$ cat config.mk
export PLATFORM = sky130hd
export DESIGN_NAME = xdma_axi_write_fsm
export DESIGN_NICKNAME = d
export VERILOG_FILES = /design/src/rtl/xdma_axi_write_pkg.sv /design/src/rtl/xdma_burst_splitter.sv /design/src/rtl/xdma_axi_write_fsm.sv
export SDC_FILE = /design/constraint.sdc
export NUM_CORES = 1
export LEC_CHECK = 0
export ABC_AREA = 1
export CAP_MARGIN = 5
export CELL_PAD_IN_SITES_DETAIL_PLACEMENT = 0
export CELL_PAD_IN_SITES_GLOBAL_PLACEMENT = 2
export CORE_AREA = 2 2 482 484
export CTS_CLUSTER_DIAMETER = 100
export DETAILED_ROUTE_END_ITERATION = 6
export DIE_AREA = 0 0 484 486
export GPL_TIMING_DRIVEN = 0
export MAX_ROUTING_LAYER = met4
export PLACE_DENSITY = 0.37
export SLEW_MARGIN = 5
export SYNTH_ARGS = -nofsm -noshare
export SYNTH_HDL_FRONTEND = slang
export SYNTH_SLANG_ARGS = --single-unit
$ cat constraint.sdc
create_clock -name clk_i -period 2.7 [get_ports clk_i]
set_input_delay 0.675 -clock clk_i [delete_from_list [all_inputs] [get_ports clk_i]]
set_output_delay 0.675 -clock clk_i [all_outputs]
set_load 0.005 [all_outputs]
$ cat src/rtl/xdma_axi_write_pkg.sv
// rtl/xdma_axi_write_pkg.sv - shared types and AXI constants for the XDMA write engine
package xdma_axi_write_pkg;

    typedef enum logic [2:0] {
        ST_IDLE,
        ST_AW,
        ST_W,
        ST_B,
        ST_DONE
    } write_state_e;

    localparam logic [1:0] AxiBurstIncr = 2'b01;
    localparam logic [1:0] AxiRespOkay  = 2'b00;

    localparam int unsigned DefAddrWidth = 48;
    localparam int unsigned DefDataWidth = 512;
    localparam int unsigned DefLenWidth  = 16;

    typedef logic [DefAddrWidth-1:0]   addr_t;
    typedef logic [DefLenWidth-1:0]    len_t;
    typedef logic [DefDataWidth-1:0]   data_t;
    typedef logic [DefDataWidth/8-1:0] strb_t;

    // AxSIZE encodes bytes per beat as a power of two.
    function automatic logic [2:0] axi_size(input int unsigned data_width);
        return 3'($clog2(data_width / 8));
    endfunction

endpackage

$ cat src/rtl/xdma_burst_splitter.sv
// rtl/xdma_burst_splitter.sv - tracks transfer address/remaining beats and sizes each burst
module xdma_burst_splitter
    import xdma_axi_write_pkg::*;
#(
    parameter int unsigned AddrWidth     = 48,
    parameter int unsigned DataWidth     = 512,
    parameter int unsigned LenWidth      = 16,
    parameter int unsigned MaxBurstBeats = 256
) (
    input  logic                 clk_i,
    input  logic                 rst_ni,
    input  logic                 load_i,
    input  logic [AddrWidth-1:0] load_addr_i,
    input  logic [LenWidth-1:0]  load_len_i,
    input  logic                 aw_fire_i,
    input  logic                 beat_fire_i,
    input  logic                 b_fire_i,
    output logic [AddrWidth-1:0] aw_addr_o,
    output logic [7:0]           aw_len_o,
    output logic [8:0]           burst_beats_o,
    output logic                 remaining_zero_o
);

    localparam int unsigned ByteShift = $clog2(DataWidth / 8);

    logic [AddrWidth-1:0] addr_q, addr_d;
    logic [LenWidth-1:0]  remaining_q, remaining_d;
    logic [8:0]           cur_beats_q, cur_beats_d;
    logic [8:0]           beats;

    always_comb begin
        if (remaining_q >= LenWidth'(MaxBurstBeats)) begin
            beats = 9'(MaxBurstBeats);
        end else begin
            beats = 9'(remaining_q);
        end
    end

    assign aw_addr_o        = addr_q;
    assign aw_len_o         = (beats == 9'd0) ? 8'd0 : 8'(beats - 9'd1);
    assign burst_beats_o    = beats;
    assign remaining_zero_o = (remaining_q == '0);

    // Burst size is frozen at AW so the address step survives the per-beat decrements.
    always_comb begin
        addr_d      = addr_q;
        remaining_d = remaining_q;
        cur_beats_d = cur_beats_q;
        if (load_i) begin
            addr_d      = load_addr_i;
            remaining_d = load_len_i;
        end else begin
            if (aw_fire_i) begin
                cur_beats_d = beats;
            end
            if (beat_fire_i) begin
                remaining_d = remaining_q - LenWidth'(1);
            end
            if (b_fire_i) begin
                addr_d = addr_q + (AddrWidth'(cur_beats_q) << ByteShift);
            end
        end
    end

    always_ff @(posedge clk_i or negedge rst_ni) begin
        if (!rst_ni) begin
            addr_q      <= '0;
            remaining_q <= '0;
            cur_beats_q <= '0;
        end else begin
            addr_q      <= addr_d;
            remaining_q <= remaining_d;
            cur_beats_q <= cur_beats_d;
        end
    end

endmodule

$ cat src/rtl/xdma_axi_write_fsm.sv
// rtl/xdma_axi_write_fsm.sv - splits a write transfer into AXI4 INCR bursts, one outstanding at a time
module xdma_axi_write_fsm
    import xdma_axi_write_pkg::*;
#(
    parameter int unsigned AddrWidth     = 48,
    parameter int unsigned DataWidth     = 512,
    parameter int unsigned LenWidth      = 16,
    parameter int unsigned MaxBurstBeats = 256
) (
    input  logic                   clk_i,
    input  logic                   rst_ni,
    input  logic                   req_valid_i,
    output logic                   req_ready_o,
    input  logic [AddrWidth-1:0]   req_addr_i,
    input  logic [LenWidth-1:0]    req_len_i,
    input  logic                   data_valid_i,
    output logic                   data_ready_o,
    input  logic [DataWidth-1:0]   data_i,
    output logic                   aw_valid_o,
    input  logic                   aw_ready_i,
    output logic [AddrWidth-1:0]   aw_addr_o,
    output logic [7:0]             aw_len_o,
    output logic [2:0]             aw_size_o,
    output logic [1:0]             aw_burst_o,
    output logic                   w_valid_o,
    input  logic                   w_ready_i,
    output logic [DataWidth-1:0]   w_data_o,
    output logic [DataWidth/8-1:0] w_strb_o,
    output logic                   w_last_o,
    input  logic                   b_valid_i,
    output logic                   b_ready_o,
    input  logic [1:0]             b_resp_i,
    output logic                   busy_o,
    output logic [LenWidth-1:0]    trans_len_o,
    output logic                   done_o,
    output logic                   error_o
);

    write_state_e        state_q, state_d;
    logic                aw_valid_q, aw_valid_d;
    logic                busy_q, busy_d;
    logic                done_q, done_d;
    logic                error_q, error_d;
    logic [LenWidth-1:0] trans_len_q, trans_len_d;
    logic [8:0]          beat_cnt_q, beat_cnt_d;

    logic       req_fire, aw_fire, w_fire, b_fire;
    logic       in_w;
    logic [8:0] burst_beats;
    logic       remaining_zero;

    assign in_w     = (state_q == ST_W);
    assign req_fire = (state_q == ST_IDLE) && req_valid_i;
    assign aw_fire  = aw_valid_q && aw_ready_i;
    assign w_fire   = w_valid_o && w_ready_i;
    assign b_fire   = (state_q == ST_B) && b_valid_i;

    xdma_burst_splitter #(
        .AddrWidth    (AddrWidth),
        .DataWidth    (DataWidth),
        .LenWidth     (LenWidth),
        .MaxBurstBeats(MaxBurstBeats)
    ) u_splitter (
        .clk_i           (clk_i),
        .rst_ni          (rst_ni),
        .load_i          (req_fire),
        .load_addr_i     (req_addr_i),
        .load_len_i      (req_len_i),
        .aw_fire_i       (aw_fire),
        .beat_fire_i     (w_fire),
        .b_fire_i        (b_fire),
        .aw_addr_o       (aw_addr_o),
        .aw_len_o        (aw_len_o),
        .burst_beats_o   (burst_beats),
        .remaining_zero_o(remaining_zero)
    );

    assign req_ready_o  = (state_q == ST_IDLE);
    assign aw_valid_o   = aw_valid_q;
    assign aw_size_o    = axi_size(DataWidth);
    assign aw_burst_o   = AxiBurstIncr;
    assign w_valid_o    = in_w && data_valid_i;
    assign data_ready_o = in_w && w_ready_i;
    assign w_data_o     = data_i;
    assign w_strb_o     = '1;
    assign w_last_o     = in_w && (beat_cnt_q == 9'd1);
    assign b_ready_o    = (state_q == ST_B);
    assign busy_o       = busy_q;
    assign trans_len_o  = trans_len_q;
    assign done_o       = done_q;
    assign error_o      = error_q;

    always_comb begin
        state_d     = state_q;
        aw_valid_d  = aw_valid_q;
        busy_d      = busy_q;
        done_d      = 1'b0;
        error_d     = error_q;
        trans_len_d = trans_len_q;
        beat_cnt_d  = beat_cnt_q;
        unique case (state_q)
            ST_IDLE: begin
                if (req_valid_i) begin
                    trans_len_d = req_len_i;
                    busy_d      = 1'b1;
                    error_d     = 1'b0;
                    if (req_len_i != '0) begin
                        state_d    = ST_AW;
                        aw_valid_d = 1'b1;
                    end else begin
                        state_d = ST_DONE;
                    end
                end
            end
            ST_AW: begin
                if (aw_fire) begin
                    aw_valid_d = 1'b0;
                    beat_cnt_d = burst_beats;
                    state_d    = ST_W;
                end
            end
            ST_W: begin
                if (w_fire) begin
                    beat_cnt_d = beat_cnt_q - 9'd1;
                    if (beat_cnt_q == 9'd1) begin
                        state_d = ST_B;
                    end
                end
            end
            ST_B: begin
                if (b_valid_i) begin
                    error_d = error_q | (b_resp_i != AxiRespOkay);
                    if (remaining_zero) begin
                        state_d = ST_DONE;
                    end else begin
                        state_d    = ST_AW;
                        aw_valid_d = 1'b1;
                    end
                end
            end
            ST_DONE: begin
                // done and busy are registered, so both flip together on the way back to idle
                busy_d  = 1'b0;
                done_d  = 1'b1;
                state_d = ST_IDLE;
            end
            default: begin
                state_d    = ST_IDLE;
                aw_valid_d = 1'b0;
                busy_d     = 1'b0;
            end
        endcase
    end

    always_ff @(posedge clk_i or negedge rst_ni) begin
        if (!rst_ni) begin
            state_q     <= ST_IDLE;
            aw_valid_q  <= 1'b0;
            busy_q      <= 1'b0;
            done_q      <= 1'b0;
            error_q     <= 1'b0;
            trans_len_q <= '0;
            beat_cnt_q  <= '0;
        end else begin
            state_q     <= state_d;
            aw_valid_q  <= aw_valid_d;
            busy_q      <= busy_d;
            done_q      <= done_d;
            error_q     <= error_d;
            trans_len_q <= trans_len_d;
            beat_cnt_q  <= beat_cnt_d;
        end
    end

endmodule

==> results of run 1 <==
metrics by stage:
| stage | area [um^2] | utilization, % | TNS, ns |
|---|---|---|---|
| finish | 23000 | 10.0 | -2.81 |
| detailed placement | 22300 | 9.71 | -7.96 |
| CTS | 22800 | 9.94 | -4.13 |
| global route | 23000 | 10.0 | -4.33 |
| global placement | 22200 | 9.70 | -553.08 |
| floorplan | 11800 | - | 0 |
cell families after synthesis:
| kind of cell | Yosys count | share of synthesized area (%) |
|---|---|---|
| xor+xnor | 24 | 1.82 |
| other cells | 2 | 0.0650 |
| fa+ha+maj | 15 | 1.69 |
| compound gates | 140 | 6.88 |
| simple gates | 641 | 23.1 |
| buf+inv | 743 | 43.7 |
| flops | 105 | 22.7 |
area by class of cell:
type / instances / share of cell area [%]
repair buffers: 692 / 29.9
plain buffers: 609 / 19.8
multi-input cells: 889 / 18.6
well taps: 3026 / 16.5
flip-flops and latches: 105 / 11.4
inverters: 134 / 2.25
clock buffers: 10 / 1.04
clock inverters: 6 / 0.305
diodes: 22 / 0.240
where the power goes:
part / internal, mW / switching (mW)
clock network: 0.685 / 0.916
registers: 2.22 / 0.806
logic: 3.59 / 4.49
total: 6.49 / 6.21
routing by layer:
metal	vias up	part of all wire, %	global-route usage (%)
met3	121	9.8	4.07
met2	841	49	16.4
met5	-	0	-
met1	5856	38	10.2
met4	0	2.3	2.16
li1	6120	-	-
layout by cell type (no fill, tap or decap), types with 3 or more instances in the layout:
master and count:
inv_1 120, conb_1 69, nand3_1 78, o21ai_0 56, buf_2 20, buf_6 6, nor2_2 7, inv_2 10
xor2_1 19, nor2_4 7, nand2_1 384, nand4_1 9, nor3_1 11, diode_2 22, a21oi_2 3, dfrtp_1 105
nand2_2 10, o211ai_1 14, clkbuf_16 9, a21oi_1 20, o21ai_1 26, nor2_1 117, nand3_2 7, clkdlybuf4s50_1 653
buf_4 612, o21a_1 3, ha_1 12, a31oi_1 7, xnor2_1 5, o21bai_1 3
registers in the layout, indices dropped and copies added (netlist names):
signal and count:
state_q 3, u_splitter.remaining_q 16, error_o 1, beat_cnt_q 9, done_o 1, u_splitter.cur_beats_q 9
busy_o 1, u_splitter.aw_addr_o 48, trans_len_o 16, aw_valid_o 1
repair_timing:
action / in CTS / in global routing
resized for setup: 76 / 13
setup endpoints to repair: 15 / 15
pin swaps: 8 / 10
buffers inserted: 17 / 9
gates cloned: 0 / 0
path summary, 6_finish.rpt:
| path | to | cells after the start | startpoint | slack (ns) |
|---|---|---|---|---|
| setup / recovery | aw_len_o[6] | 14 | u_splitter.remaining_q[11]$_DFFE_PN0P_ | -0.47 |
| hold / removal | u_splitter.aw_addr_o[47]$_DFFE_PN0P_ | 1 | rst_ni | 0.11 |
| setup reg to reg | u_splitter.aw_addr_o[38]$_DFFE_PN0P_ | 12 | u_splitter.cur_beats_q[0]$_DFFE_PN0P_ | 0.21 |
| hold reg to reg | u_splitter.aw_addr_o[5]$_DFFE_PN0P_ | 2 | u_splitter.aw_addr_o[5]$_DFFE_PN0P_ | 0.49 |
| max in group asynchronous | trans_len_o[12]$_DFFE_PN0P_ | 2 | rst_ni | 1.70 |
| min in group clk_i | u_splitter.aw_addr_o[5]$_DFFE_PN0P_ | 2 | u_splitter.aw_addr_o[5]$_DFFE_PN0P_ | 0.49 |
cells in the mapped netlist, types with 3 or more instances:
master	n
nand2_1	389
inv_1	125
o211ai_1	14
nor3_1	11
clkbuf_1	3
nor2_1	127
o21ai_1	26
a21oi_1	23
buf_2	15
nand3_1	81
nand3_2	4
xor2_1	19
o21a_1	3
a31oi_1	7
buf_6	5
nand2_2	5
nand4_1	9
xnor2_1	5
inv_2	6
o21bai_1	3
buf_4	585
dfrtp_1	105
o21ai_0	56
ha_1	14
==> results.md, run 1 <==
* Run status: finished, violations left
* Failing checks: negative setup slack
* Top Ports at 1247
* CP Capture Type: primary output
* Seq. cell area at 2630 um^2
* Hold_buf cts at 0
* Share of cells above drive strength 1 at 29.4%
* Worst path buffer plus inverter count at 4
* Total Routed Length at 114 mm
* Routability cong. at 0.829
* Clock root cell: clkbuf_16
* Final Hold Vio Count at 0
* CP dominant cell by count: nor2_4
* CTS tree: done
* Synth area leaders: buf_4 38%, dfrtp_1 23%, nand2_1 13%
* Post-route DRC at 0
* Max incr delay on CP at 0.42 ns
* # fillers at 26800
* FP Rows at 176
* Share of the synthesized area in the top cell type at 38.0%
* Core outline area at 229000 um^2
* All-Layer GR Usage at 9.61%
* Antenna violations before repair at 72
* Dpl ws at -0.971 ns
* Slowest CP cell: dfrtp_1
* Initial detailed-routing violation count at 420
* Slew margin rel. at 55.9%
* CTS Buffer Depth at 2
* Via-to-Cell Ratio at 2.36
* Placed cells at 5429
* Post-synth ARST share at 100%
* Routed len/inst at 20.8 um
* CTS buffer count at 9
* Min-Delay Path Class: in2async
* Achievable Freq at 0.316 GHz
* CP Cell Sequence: nor2_2 > nand2_2 > nor2_4 > buf_8 > inv_8 > nor2_4 > inv_2 > ha_4 > nor4b_4 > nand3_2 > nor2_4 > a21oi_2 > o21a_1 > buf_2
* Fin nets at 3040
* Crit path launch type: flop
* First-pass detailed-route iteration total at 5
* GRT overflow at 0
* Post-synthesis cell area at 11600 um^2
* Final Setup Violations at 8
* Worst path arrival time at 2.49 ns
* Vias at 12900
* Critical Path RT at 2.03 ns
* Crit-path max FO at 8
* Seq cells post-synth at 105
* Crit-path leading delay family: simple AND/OR/NAND/NOR gates
* Post-synth EDFFs at 0
* Clock sinks at 105
* Power per cell area at 553 nW/um^2
* DIE AREA at 235000 um^2
* Critical path class: reg2out
* Port bufs at 665
* Synth cell types at 47
* Die Wd at 484 um
* RSZ-0062 raised after global routing: true
* Lkg Pwr at 9.75 nW
* Skew-Pair Late Insertion Delay at 0.45 ns
* Post-DP HPWL at 104 mm
* Dominant synthesized flop cell: dfrtp_1
* PnR Total Power at 12.7 mW
* Peak VDD IR at 0.400 mV
* Final Worst Setup Slack at -0.466 ns
* Clock slew at reported path FFs at 0.10 ns
* Min Tclk post-route at 3.17 ns
* Register area share after synthesis at 22.7%
* Routed Antenna Nets at 0
* Vias in the first global route at 13200
* Syn avg cell area at 6.92 um^2
* Multi-input logic area at 4260 um^2
* H-Tree Depth at 3
* # Max-Cap Violations at 0
* Syn. warnings at 0
* Clock Skews at 0.0274 ns
* Chip height at 486 um
* Hold WS at 0.114 ns
* Slew Limit Fails at 0
* Synth Instances at 1670
* Largest net degree at the start of global routing at 72
* Synth-to-Final Area Change at 98.7%
* Final cell count without fillers at 5493
* Tcrit/Tclk final at 117%
* Starting density of the core at 5.04%
* Post-synth top area cell: buf_4
* First-pass GRT wire length at 142 mm
* Worst-Margin Slew at 0.657 ns
Power figures use the tool's default switching activity.
==> run 2, diff against run 1 <==
--- a/config.mk
+++ b/config.mk
@@ -5,17 +5,16 @@
 export SDC_FILE = /design/constraint.sdc
 export NUM_CORES = 1
 export LEC_CHECK = 0
-export ABC_AREA = 1
 export CAP_MARGIN = 5
 export CELL_PAD_IN_SITES_DETAIL_PLACEMENT = 0
 export CELL_PAD_IN_SITES_GLOBAL_PLACEMENT = 2
-export CORE_AREA = 2 2 482 484
+export CORE_AREA = 2 2 486 488
 export CTS_CLUSTER_DIAMETER = 100
 export DETAILED_ROUTE_END_ITERATION = 6
-export DIE_AREA = 0 0 484 486
+export DIE_AREA = 0 0 488 490
 export GPL_TIMING_DRIVEN = 0
 export MAX_ROUTING_LAYER = met4
-export PLACE_DENSITY = 0.37
+export PLACE_DENSITY = 0.35
 export SLEW_MARGIN = 5
 export SYNTH_ARGS = -nofsm -noshare
 export SYNTH_HDL_FRONTEND = slang
==> results.md, run 2 <==
* Power per cell area at 530 nW/um^2 (-4.2%)
* Routed Antenna Nets at 0 (unchanged)
* Total Routed Length at 107 mm (-6.9%)
* Post-synth ARST share at 100% (unchanged)
* Post-route DRC at 0 (unchanged)
* Tcrit/Tclk final at 115% (-1.8 points)
* Final Setup Violations at 8 (unchanged)
* Post-synth top area cell: buf_4
* CTS tree: done
* Port bufs at 665 (unchanged)
* Largest net degree at the start of global routing at 75 (+4.2%)
* Reg2reg path depth at 8 (-4)
* Crit-path max FO at 5 (-3)
* Routed len/inst at 20.4 um (-2.0%)
* CTS buffer count at 9 (unchanged)
* First-pass detailed-route iteration total at 4 (-1)
* R2R Path End: u_splitter.remaining_q[13]$_DFFE_PN0P_
* Peak VDD IR at 0.403 mV (+0.65%)
* FP Rows at 178 (+1.1%)
* Synth cell types at 63 (+34%)
* # fillers at 27200 (+1.4%)
* Max layer used: met4
* Lkg Pwr at 8.51 nW (-13%)
* Most common cell after layout, fill and taps aside: clkdlybuf4s50_1
* DIE AREA at 239000 um^2 (+1.7%)
* Run status: finished, violations left
* First-pass GRT wire length at 130 mm (-8.4%)
* RSZ-0062 raised after global routing: true
* Hold WS at 0.115 ns (+0.000773 ns)
* Starting density of the core at 4.36% (-0.67 points)
* Post-DP HPWL at 96.3 mm (-7.6%)
* Syn avg cell area at 8.08 um^2 (+17%)
* Skew-Pair Late Insertion Delay at 0.44 ns (about the same)
* Setup TNS at -2.94 ns (-0.134 ns)
* Achievable Freq at 0.321 GHz (+1.6%)
* Critical path class: reg2out
* Final core occ at 9.40% (-0.60 points)
* Critical Path RT at 2.03 ns (about the same)
* R2R Setup Slk at 0.17 ns (-0.04 ns)
* Core outline area at 234000 um^2 (+2.0%)
* Failing checks: negative setup slack
* Post-synthesis cell area at 10200 um^2 (-12%)
* Via-to-Cell Ratio at 2.15 (-8.6%)
* Chip height at 490 um (+0.82%)
* Routability cong. at 0.822 (-0.86%)
* Dominant synthesized flop cell: dfrtp_1
* Final Worst Setup Slack at -0.417 ns (+0.0491 ns)
* Most common cell in the netlist: buf_4
* CTS Buffer Depth at 2 (unchanged)
* Synth area leaders: buf_4 43%, dfrtp_1 26%, nand2_1 5.3%
* Top Ports at 1247 (unchanged)
* CP Capture Type: primary output
* GRT overflow at 0 (unchanged)
* Max reg flops at 48 (unchanged)
* # Max-Cap Violations at 0 (unchanged)
* Clock sinks at 105 (unchanged)
* Final Hold Vio Count at 0 (unchanged)
* Min-Delay Path Class: in2async
* Antenna violations before repair at 90 (+25%)
* Clock root cell: clkbuf_16
* Post-route cell area at 22000 um^2 (-4.1%)
* Commonest non-fill, non-tap cells in the layout: 650 x clkdlybuf4s50_1, 602 x buf_4, 140 x nand2_1
* Slew margin rel. at 40.4% (-15 points)
* Slew Limit Fails at 0 (unchanged)
* Vias at 11200 (-13%)
* Synth Instances at 1263 (-24%)
* DP Area at 21100 um^2 (-5.2%)
* Synth-to-Final Area Change at 116%
* All-Layer GR Usage at 8.80% (-0.81 points)
* Met2 WL at 56.8 mm (+0.40%)
* Crit path launch type: flop
* Fin nets at 2621 (-14%)
* Syn. warnings at 0 (unchanged)
* Metal3 WL at 11.1 mm (-1.5%)
* Die Wd at 488 um (+0.83%)
* Commonest cells post-synth: 581 x buf_4, 144 x nand2_1, 105 x dfrtp_1
* Metal-1 WL at 35.2 mm (-20%)
* Post-synth EDFFs at 0 (unchanged)
* H-Tree Depth at 3 (unchanged)
* Vias in the first global route at 11700 (-12%)
* Share of cells above drive strength 1 at 34.5% (+5.1 points)
* Min Tclk post-route at 3.12 ns (-0.0491 ns)
* Worst flop-to-flop path startpoint: state_q[0]$_DFFE_PN0P_
* Initial detailed-routing violation count at 354 (-16%)
* Clock slew at reported path FFs at 0.10 ns (about the same)
* Clock Skews at 0.0249 ns (-0.00246 ns)
* Worst path arrival time at 2.44 ns (-0.05 ns)
* Worst-Margin Slew at 0.887 ns (+0.230 ns)
* Seq cells post-synth at 105 (unchanged)
* Share of the synthesized area in the top cell type at 42.7% (+4.7 points)
* Register area share after synthesis at 25.7% (+3.0 points)
## run 2: cell types whose count changed after synthesis, sizes merged, moves of 8 or more
| cell | previous run | this run |
|---|---|---|
| and3 | 0 | 10 |
| o21ai | 83 | 71 |
| nand3 | 86 | 29 |
| xor2 | 19 | 30 |
| nor2 | 131 | 53 |
| and2 | 1 | 9 |
| clkbuf | 4 | 31 |
| nor4 | 1 | 9 |
| nand2 | 397 | 145 |
| buf | 605 | 588 |
| a21oi | 23 | 33 |
| inv | 133 | 15 |
## run 2: power by group
| group | total, mW | leakage [nW] | switching [mW] | internal [mW] |
|---|---|---|---|---|
| sequential | 3.06 | 1.31 | 0.820 | 2.24 |
| clock | 1.68 | 0.162 | 0.920 | 0.763 |
| combinational | 6.93 | 7.04 | 3.59 | 3.34 |
| total | 11.7 | 8.51 | 5.33 | 6.34 |
## run 2: what timing repair did
| action | in CTS | in global routing |
|---|---|---|
| hold buffers | 0 | 0 |
| pin swaps | 10 | 7 |
| setup endpoints to repair | 101 | 27 |
| gates resized for setup | 146 | 22 |
| setup buffers | 14 | 3 |
## run 2: cell families after synthesis
| family | Yosys count | synth area share, % |
|---|---|---|
| AOI/OAI and AO/OA | 165 | 9.88 |
| xor gates and xnor gates | 40 | 3.43 |
| adders and majority gates | 15 | 1.91 |
| buffers and inverters | 634 | 45.1 |
| DFF | 105 | 25.7 |
| other | 2 | 0.0736 |
| and+or+nand+nor | 302 | 13.9 |
## run 2: layout make-up
class / instances / area, um^2 / area share, %
plain buffers: 616 / 4620 / 21.0
well taps: 3150 / 3940 / 17.9
diodes: 44 / 110 / 0.500
inverters: 15 / 56.3 / 0.256
clock inverters: 7 / 105 / 0.478
multi-input cells: 591 / 3490 / 15.9
flip-flops and latches: 105 / 2630 / 12.0
clock buffers: 9 / 225 / 1.02
repair buffers: 683 / 6830 / 31.0
## run 2: worst max path at each step
| stage | to | from | slack (ns) | cells after the start |
|---|---|---|---|---|
| detailed placement | u_splitter.remaining_q[6]$_DFFE_PN0P_ | req_valid_i | -1.59 | 8 |
| global route | aw_len_o[6] | u_splitter.remaining_q[8]$_DFFE_PN0P_ | -0.57 | 10 |
| CTS | aw_len_o[7] | u_splitter.remaining_q[10]$_DFFE_PN0P_ | -0.59 | 9 |
| floorplan | aw_len_o[0] | u_splitter.remaining_q[8]$_DFFE_PN0P_ | 0.03 | 9 |
| finish | aw_len_o[6] | u_splitter.remaining_q[8]$_DFFE_PN0P_ | -0.42 | 10 |
| global placement | error_o$_DFFE_PN0P_ | rst_ni | -5.23 | 1 |
## run 2: worst max-delay path: stages (launching register included)
cell,delay [ns]
dfrtp_2,0.45
nor4_4,0.31
and3_4,0.24
buf_8,0.11
buf_12,0.11
nand2_8,0.06
ha_4,0.21
a21boi_4,0.15
a31oi_4,0.18
nor2_4,0.06
buf_6,0.13
## run 2: per-layer routing
layer  track usage, %  up-vias
met3             3.69      127
met4             3.61        0
met5                -        -
met2             16.0      855
li1                 -     5086
met1             7.99     5167
## run 2: stage by stage
step | total power [mW] | setup WS [ns] | cells
floorplan | 5.55 | 0.0330 | 1330
global placement | 10.1 | -5.23 | 5145
detailed placement | 10.0 | -1.59 | 5146
CTS | 12.3 | -0.587 | 5173
global route | 12.7 | -0.572 | 5216
finish | 11.7 | -0.417 | 5220
==> RTL change 1: new RTL, settings of run 1 <==
`DataWidth` is set to 512 in 2 places; all go to 128.
--- a/src/rtl/xdma_burst_splitter.sv
+++ b/src/rtl/xdma_burst_splitter.sv
@@ -3,7 +3,7 @@
     import xdma_axi_write_pkg::*;
 #(
     parameter int unsigned AddrWidth     = 48,
-    parameter int unsigned DataWidth     = 512,
+    parameter int unsigned DataWidth     = 128,
     parameter int unsigned LenWidth      = 16,
     parameter int unsigned MaxBurstBeats = 256
 ) (
--- a/src/rtl/xdma_axi_write_fsm.sv
+++ b/src/rtl/xdma_axi_write_fsm.sv
@@ -3,7 +3,7 @@
     import xdma_axi_write_pkg::*;
 #(
     parameter int unsigned AddrWidth     = 48,
-    parameter int unsigned DataWidth     = 512,
+    parameter int unsigned DataWidth     = 128,
     parameter int unsigned LenWidth      = 16,
     parameter int unsigned MaxBurstBeats = 256
 ) (
Ports: changed (resized data_i, w_data_o and w_strb_o); port bits go from 1247 to 431. The function was not compared with the original's and may differ.
==> RTL change 1 against run 1 <==
The run still ends with negative setup slack left; sequential cell count unchanged; worst hold slack improved by 35 ps; setup slack better by 12 ps; routed wire length decreased by 48%; synthesized area down 26%; power decreased by 11%; clock skew down 9.4 ps; final area decreased by 31%; die area unchanged; global-route usage is 4.5 points lower; count of clock-buffer cells in the layout unchanged; largest cell class unchanged.
==> RTL change 1: results (changes against run 1) <==
STA
  • Setup violators final: 8 (unchanged)
  • Worst Tran Pin Value: 1020 ps (was 657 ps)
  • Setup ws final: -454 ps (was -466 ps)
  • Skew final: 18.0 ps (was 27.4 ps)
  • Final hold vios: 0 (unchanged)

Layout
  • Final #Nets: 1805 (was 3040)
  • Layout cell share with drive strength beyond 1: 18.9% (was 29.4%)
  • Max reg flops: 48 (unchanged)

Worst setup path
  • Largest stage delay, worst path: 420 ps (about the same)
  • Worst reg2reg path endpoint: u_splitter.aw_addr_o[24] (was u_splitter.aw_addr_o[38])
  • Worst setup path start: u_splitter.remaining_q[13] (was u_splitter.remaining_q[11])
  • R2R cell count: 13 (was 12)
  • CP Capture Point: aw_len_o[7] (was aw_len_o[6])
  • FF-to-FF setup slack: roughly 220 ps
  • Max FO, Critical Path: 6 (was 8)
  • Critical-path top delay cell: dfrtp_1 (unchanged)
  • WP data arrival: roughly 2500 ps
  • RR Startpoint: u_splitter.cur_beats_q[0] (unchanged)

Route
  • Via density: 1.95 (was 2.36)
  • First drt pass iteration count: 4 (was 5)
  • Final wirelength: 59.3 mm (was 114 mm)
  • Via Count: 9026 (was 12900)
  • DR iter-0 viols: 367 (was 420)

Global route
  • First-pass GRT wire length: 78.7 mm (was 142 mm)
  • Initial antenna violation count: 29 (was 72)
  • Largest net degree at the start of global routing: 54 (was 72)
  • Total track usage: 5.10% (was 9.61%)
  • Vias in the first global route: 8920 (was 13200)

Outcome
  • Status: complete, but fails checks (unchanged)
  • Failing checks: negative setup slack (unchanged)

Logic synthesis
  • Share of the yosys chip area belonging to registers: 30.9% (was 22.7%)
  • Ys flop type: dfrtp_1 (unchanged)
  • Synth unique cells: 45 (was 47)
  • Top post-synthesis cells by area: dfrtp_1 31%, nand2_1 17%, buf_4 14%, inv_1 5.7%, nor2_1 5.3% (was buf_4 38%, dfrtp_1 23%, nand2_1 13%, nor2_1 4.1%, inv_1 4.1%)
  • Top cells by count, synth: 382 x nand2_1, 155 x buf_4, 128 x inv_1 (was 585 x buf_4, 389 x nand2_1, 127 x nor2_1)
  • Synth warn: 0 (unchanged)
  • Mapped Cells: 1258 (was 1670)
  • FFs w/ async S/R, synth: 100% (unchanged)

Placed design
  • Placed wire-length estimate: 50.4 mm (was 104 mm)
  • DP Worst Slack: -1540 ps (was -971 ps)
  • Gp weighted congestion: 0.692 (was 0.829)
  • Port buffer count: 281 (was 665)
  • Inst Count DP: 4585 (was 5429)

Clocking
  • Number of CTS-inserted buffers: 9 (unchanged)
  • CTS Buffer Depth: 2 (unchanged)
  • Root Driver: clkbuf_16 (unchanged)
  • Reg clk slew, reported paths: 100 ps (about the same)
  • Clk Latency, worst-skew pair: roughly 440 ps

Hold path
  • Hold Crit Class: input port to async pin (unchanged)

Power
  • LEAKAGE: 6.17 nW (was 9.75 nW)
  • Peak supply drop: 0.000350 V (was 0.000400 V)
## RTL change 1: worst min-delay path by stage
stage                               endpoint            from  slack, ps
floorplan                         aw_valid_o          rst_ni        380
global placement              trans_len_o[5]  trans_len_o[5]        460
detailed placement            trans_len_o[5]  trans_len_o[5]        470
CTS                 u_splitter.aw_addr_o[43]          rst_ni        140
global route        u_splitter.aw_addr_o[45]          rst_ni        160
finish              u_splitter.aw_addr_o[45]          rst_ni        150
## RTL change 1: area by class of cell
type | count | area [um^2]
Antenna cell | 5 | 12.5
Inverter | 136 | 510
Tap cell | 3026 | 3790
Clock inverter | 6 | 48.8
Clock buffer | 10 | 239
Multi-Input combinational cell | 856 | 4310
Timing Repair Buffer | 301 | 3010
Fill cell | 27200 | 214000
Sequential cell | 105 | 2630
Buffer | 180 | 1340
## RTL change 1: layer usage
layer | vias to the layer above | share of wire (%) | GRT usage, %
li1 | 4493 | - | -
met1 | 4147 | 43 | 5.91
met2 | 322 | 51 | 8.88
met3 | 64 | 4.2 | 1.19
met4 | 0 | 2.2 | 1.14
met5 | - | 0 | -
## RTL change 1: power breakdown
part           total [mW]  switching (mW)  leakage (nW)  internal [mW]
registers            3.06           0.852          1.30           2.21
clock network        1.57           0.903         0.142          0.667
logic                6.72            4.00          4.73           2.72
total                11.3            5.75          6.17           5.60
## RTL change 1: metrics by stage
stage / utilization [%] / hold WS (ps) / total power [mW] / instance area [um^2] / TNS [ps]
2_1_floorplan: - / 379 / 6.07 / 8570 / 0
3_3_place_gp: 6.61 / 463 / 10.0 / 15200 / -559130
3_5_place_dp: 6.62 / 468 / 9.93 / 15200 / -11280
4_1_cts: 6.89 / 138 / 11.9 / 15800 / -4010
5_1_grt: 6.92 / 162 / 12.5 / 15900 / -4520
6_report: 6.92 / 149 / 11.3 / 15900 / -3300
## RTL change 1: timing repair
| action | CTS | global route |
|---|---|---|
| hold endpoints to repair | 0 | 0 |
| pin swaps | 9 | 3 |
| gates resized for setup | 85 | 12 |
| buffers inserted | 17 | 2 |
| setup endpoints to repair | 14 | 18 |
## RTL change 1: logic make-up (layout without fill, tap and decap cells)
| kind of cell | Yosys count | count (layout) | synth area share [%] |
|---|---|---|---|
| other | 2 | 26 | 0.0884 |
| AO/OA/AOI/OAI | 152 | 152 | 10.5 |
| flip-flops | 105 | 105 | 30.9 |
| XOR/XNOR | 18 | 18 | 1.86 |
| adder cells (fa/ha/maj) | 15 | 15 | 2.30 |
| AND/OR/NAND/NOR | 650 | 650 | 32.9 |
| buffers and inverters | 316 | 633 | 21.4 |
## RTL change 1: worst max-delay path, delay by kind of cell, from the launching register on
family | cells | cell delay [ps]
compound gates | 1 | 280
flops | 1 | 420
simple gates | 7 | 870
fa+ha+maj | 1 | 160
buf+inv | 2 | 310
==> RTL change 2: new RTL, config.mk and constraints of run 1 <==
Made on the original files. Put one more register stage on the output `error_o`. The value now appears one clock later. The other outputs are not delayed to match.
--- a/src/rtl/xdma_axi_write_fsm.sv
+++ b/src/rtl/xdma_axi_write_fsm.sv
@@ -88,7 +88,9 @@
     assign busy_o       = busy_q;
     assign trans_len_o  = trans_len_q;
     assign done_o       = done_q;
-    assign error_o      = error_q;
+    always_ff @(posedge clk_i) begin
+        error_o <= error_q;
+    end
 
     always_comb begin
         state_d     = state_q;
Function: same outputs for any inputs over 4 cycles, from zero or initial values and one cycle with rst_ni low; that may be too few to reach the edited logic, so the function may still have changed.
==> RTL change 2 against run 1 <==
The run still ends with negative setup slack left; combinational power is 2% higher; power is 1.7% higher; routed wire length hardly changed; setup slack better by 4.1 ps; synthesized cell count hardly changed; final area is 0.61% higher; sequential power is 1% higher; non-clock buffer count is 2 higher; synthesized area is 0.17% higher; sequential cell count is 1 higher; largest cell class unchanged.
==> RTL change 2: results (changes against run 1) <==
Placed design
  • DP Worst Slack: -1110 ps (was -971 ps)
  • Gp weighted congestion: 0.803 (was 0.829)
  • Inst Count DP: 5430 (was 5429)
  • Placed instance area: 22300 um^2 (about the same)
  • Placed wire-length estimate: 104 mm (about the same)

Worst setup path
  • Worst setup path start: u_splitter.remaining_q[10] (was u_splitter.remaining_q[11])
  • CP Capture Point: aw_len_o[6] (unchanged)
  • Max FO, Critical Path: 4 (was 8)
  • R2R cell count: 12 (unchanged)

Logic synthesis
  • Share of the yosys chip area belonging to registers: 22.9% (was 22.7%)
  • Syn_area_per_cell: 6.93 um^2 (was 6.92 um^2)
  • Top post-synthesis cells by area: buf_4 38%, dfrtp_1 23%, nand2_1 13%, nor2_1 4.1%, inv_1 4.1% (unchanged)
  • Post-synthesis xor/xnor area fraction: 1.82% (about the same)
  • FFs w/ async S/R, synth: 99.1% (was 100%)
  • Post-Synth Adder-Cell Area: 1.69% (about the same)
  • Synth unique cells: 48 (was 47)
  • Fraction of the mapped netlist area in compound gates: 6.86% (was 6.88%)

Global route
  • First-pass GRT wire length: 142 mm (about the same)
  • Total track usage: 9.61% (about the same)
  • Largest net degree at the start of global routing: 61 (was 72)
  • Vias in the first global route: 13300 (was 13200)
  • Initial antenna violation count: 75 (was 72)

Layout
  • Layout cell share with drive strength beyond 1: 29.6% (was 29.4%)
  • Final #Nets: 3043 (was 3040)
  • Finished Layout Cells: 5504 (was 5493)
  • Layout filler cell count: 26800 (about the same)

Clocking
  • Post-CTS sizing: 84 (was 76)
  • CTS Buffer Depth: 2 (unchanged)
  • Setup bufs post-CTS: 20 (was 17)

STA
  • Setup ws final: -462 ps (was -466 ps)
  • Fin Hold WS: 130 ps (was 114 ps)
  • Setup TNS: -2940 ps (was -2810 ps)
  • Setup violators final: 8 (unchanged)
  • Skew final: 29.3 ps (was 27.4 ps)
  • Worst Tran Pin Value: 684 ps (was 657 ps)

Power
  • LEAKAGE: 9.79 nW (was 9.75 nW)
  • Switching part of the total power: 48.9% (about the same)
  • P per Cell Area: 559 nW/um^2 (was 553 nW/um^2)
  • Peak supply drop: 0.000385 V (was 0.000400 V)

Outcome
  • Failing checks: negative setup slack (unchanged)
  • Status: complete, but fails checks (unchanged)

Route
  • Mean routed wirelength per cell: 20.8 um (about the same)
  • Via density: 2.33 (was 2.36)
-- RTL change 2: cell types whose count changed in the layout (fill, tap and decap cells not counted), moves of 2 or more --
| cell | before | now |
|---|---|---|
| a21oi_4 | 0 | 2 |
| a21oi_2 | 3 | 1 |
| buf_6 | 6 | 10 |
| nor2_2 | 7 | 3 |
| nor2_4 | 7 | 12 |
| diode_2 | 22 | 30 |
| buf_2 | 20 | 17 |
-- RTL change 2: area by class of cell --
type	instances	share of cell area, %
Sequential cell	106	11.5
Clock inverter	7	0.395
Timing Repair Buffer	694	29.9
Antenna cell	30	0.325
Tap cell	3026	16.4
Clock buffer	9	0.975
Multi-Input combinational cell	889	18.6
Buffer	609	19.7
Inverter	134	2.23
-- RTL change 2: per-layer routing --
metal | track usage (%) | vias up | wire, um | share of wire (%)
met4 | 1.85 | 0 | 2120 | 1.8
met1 | 10.0 | 5757 | 43600 | 38
li1 | - | 6148 | - | -
met2 | 16.3 | 825 | 56200 | 49
met5 | - | - | 0 | 0
met3 | 4.88 | 120 | 12700 | 11
-- RTL change 2: worst max-delay path, stage by stage, from the launching register on --
cell,delay [ps]
dfrtp_1,410
nor2_2,150
nand2_2,90
nor2_4,150
buf_8,130
inv_8,40
nor2_4,80
inv_2,60
ha_4,150
nor4b_4,120
nand3_2,90
nor2_4,70
a21oi_2,100
o21a_1,230
buf_2,160
-- RTL change 2: power by group through the flow --
stage               sequential (mW)  combinational [mW]  clock [mW]
global route                   3.20                9.22        1.81
CTS                            3.11                8.57        1.79
finish                         3.07                8.21        1.63
global placement               3.15                8.33           0
floorplan                      2.83                3.72           0
detailed placement             3.14                8.25           0
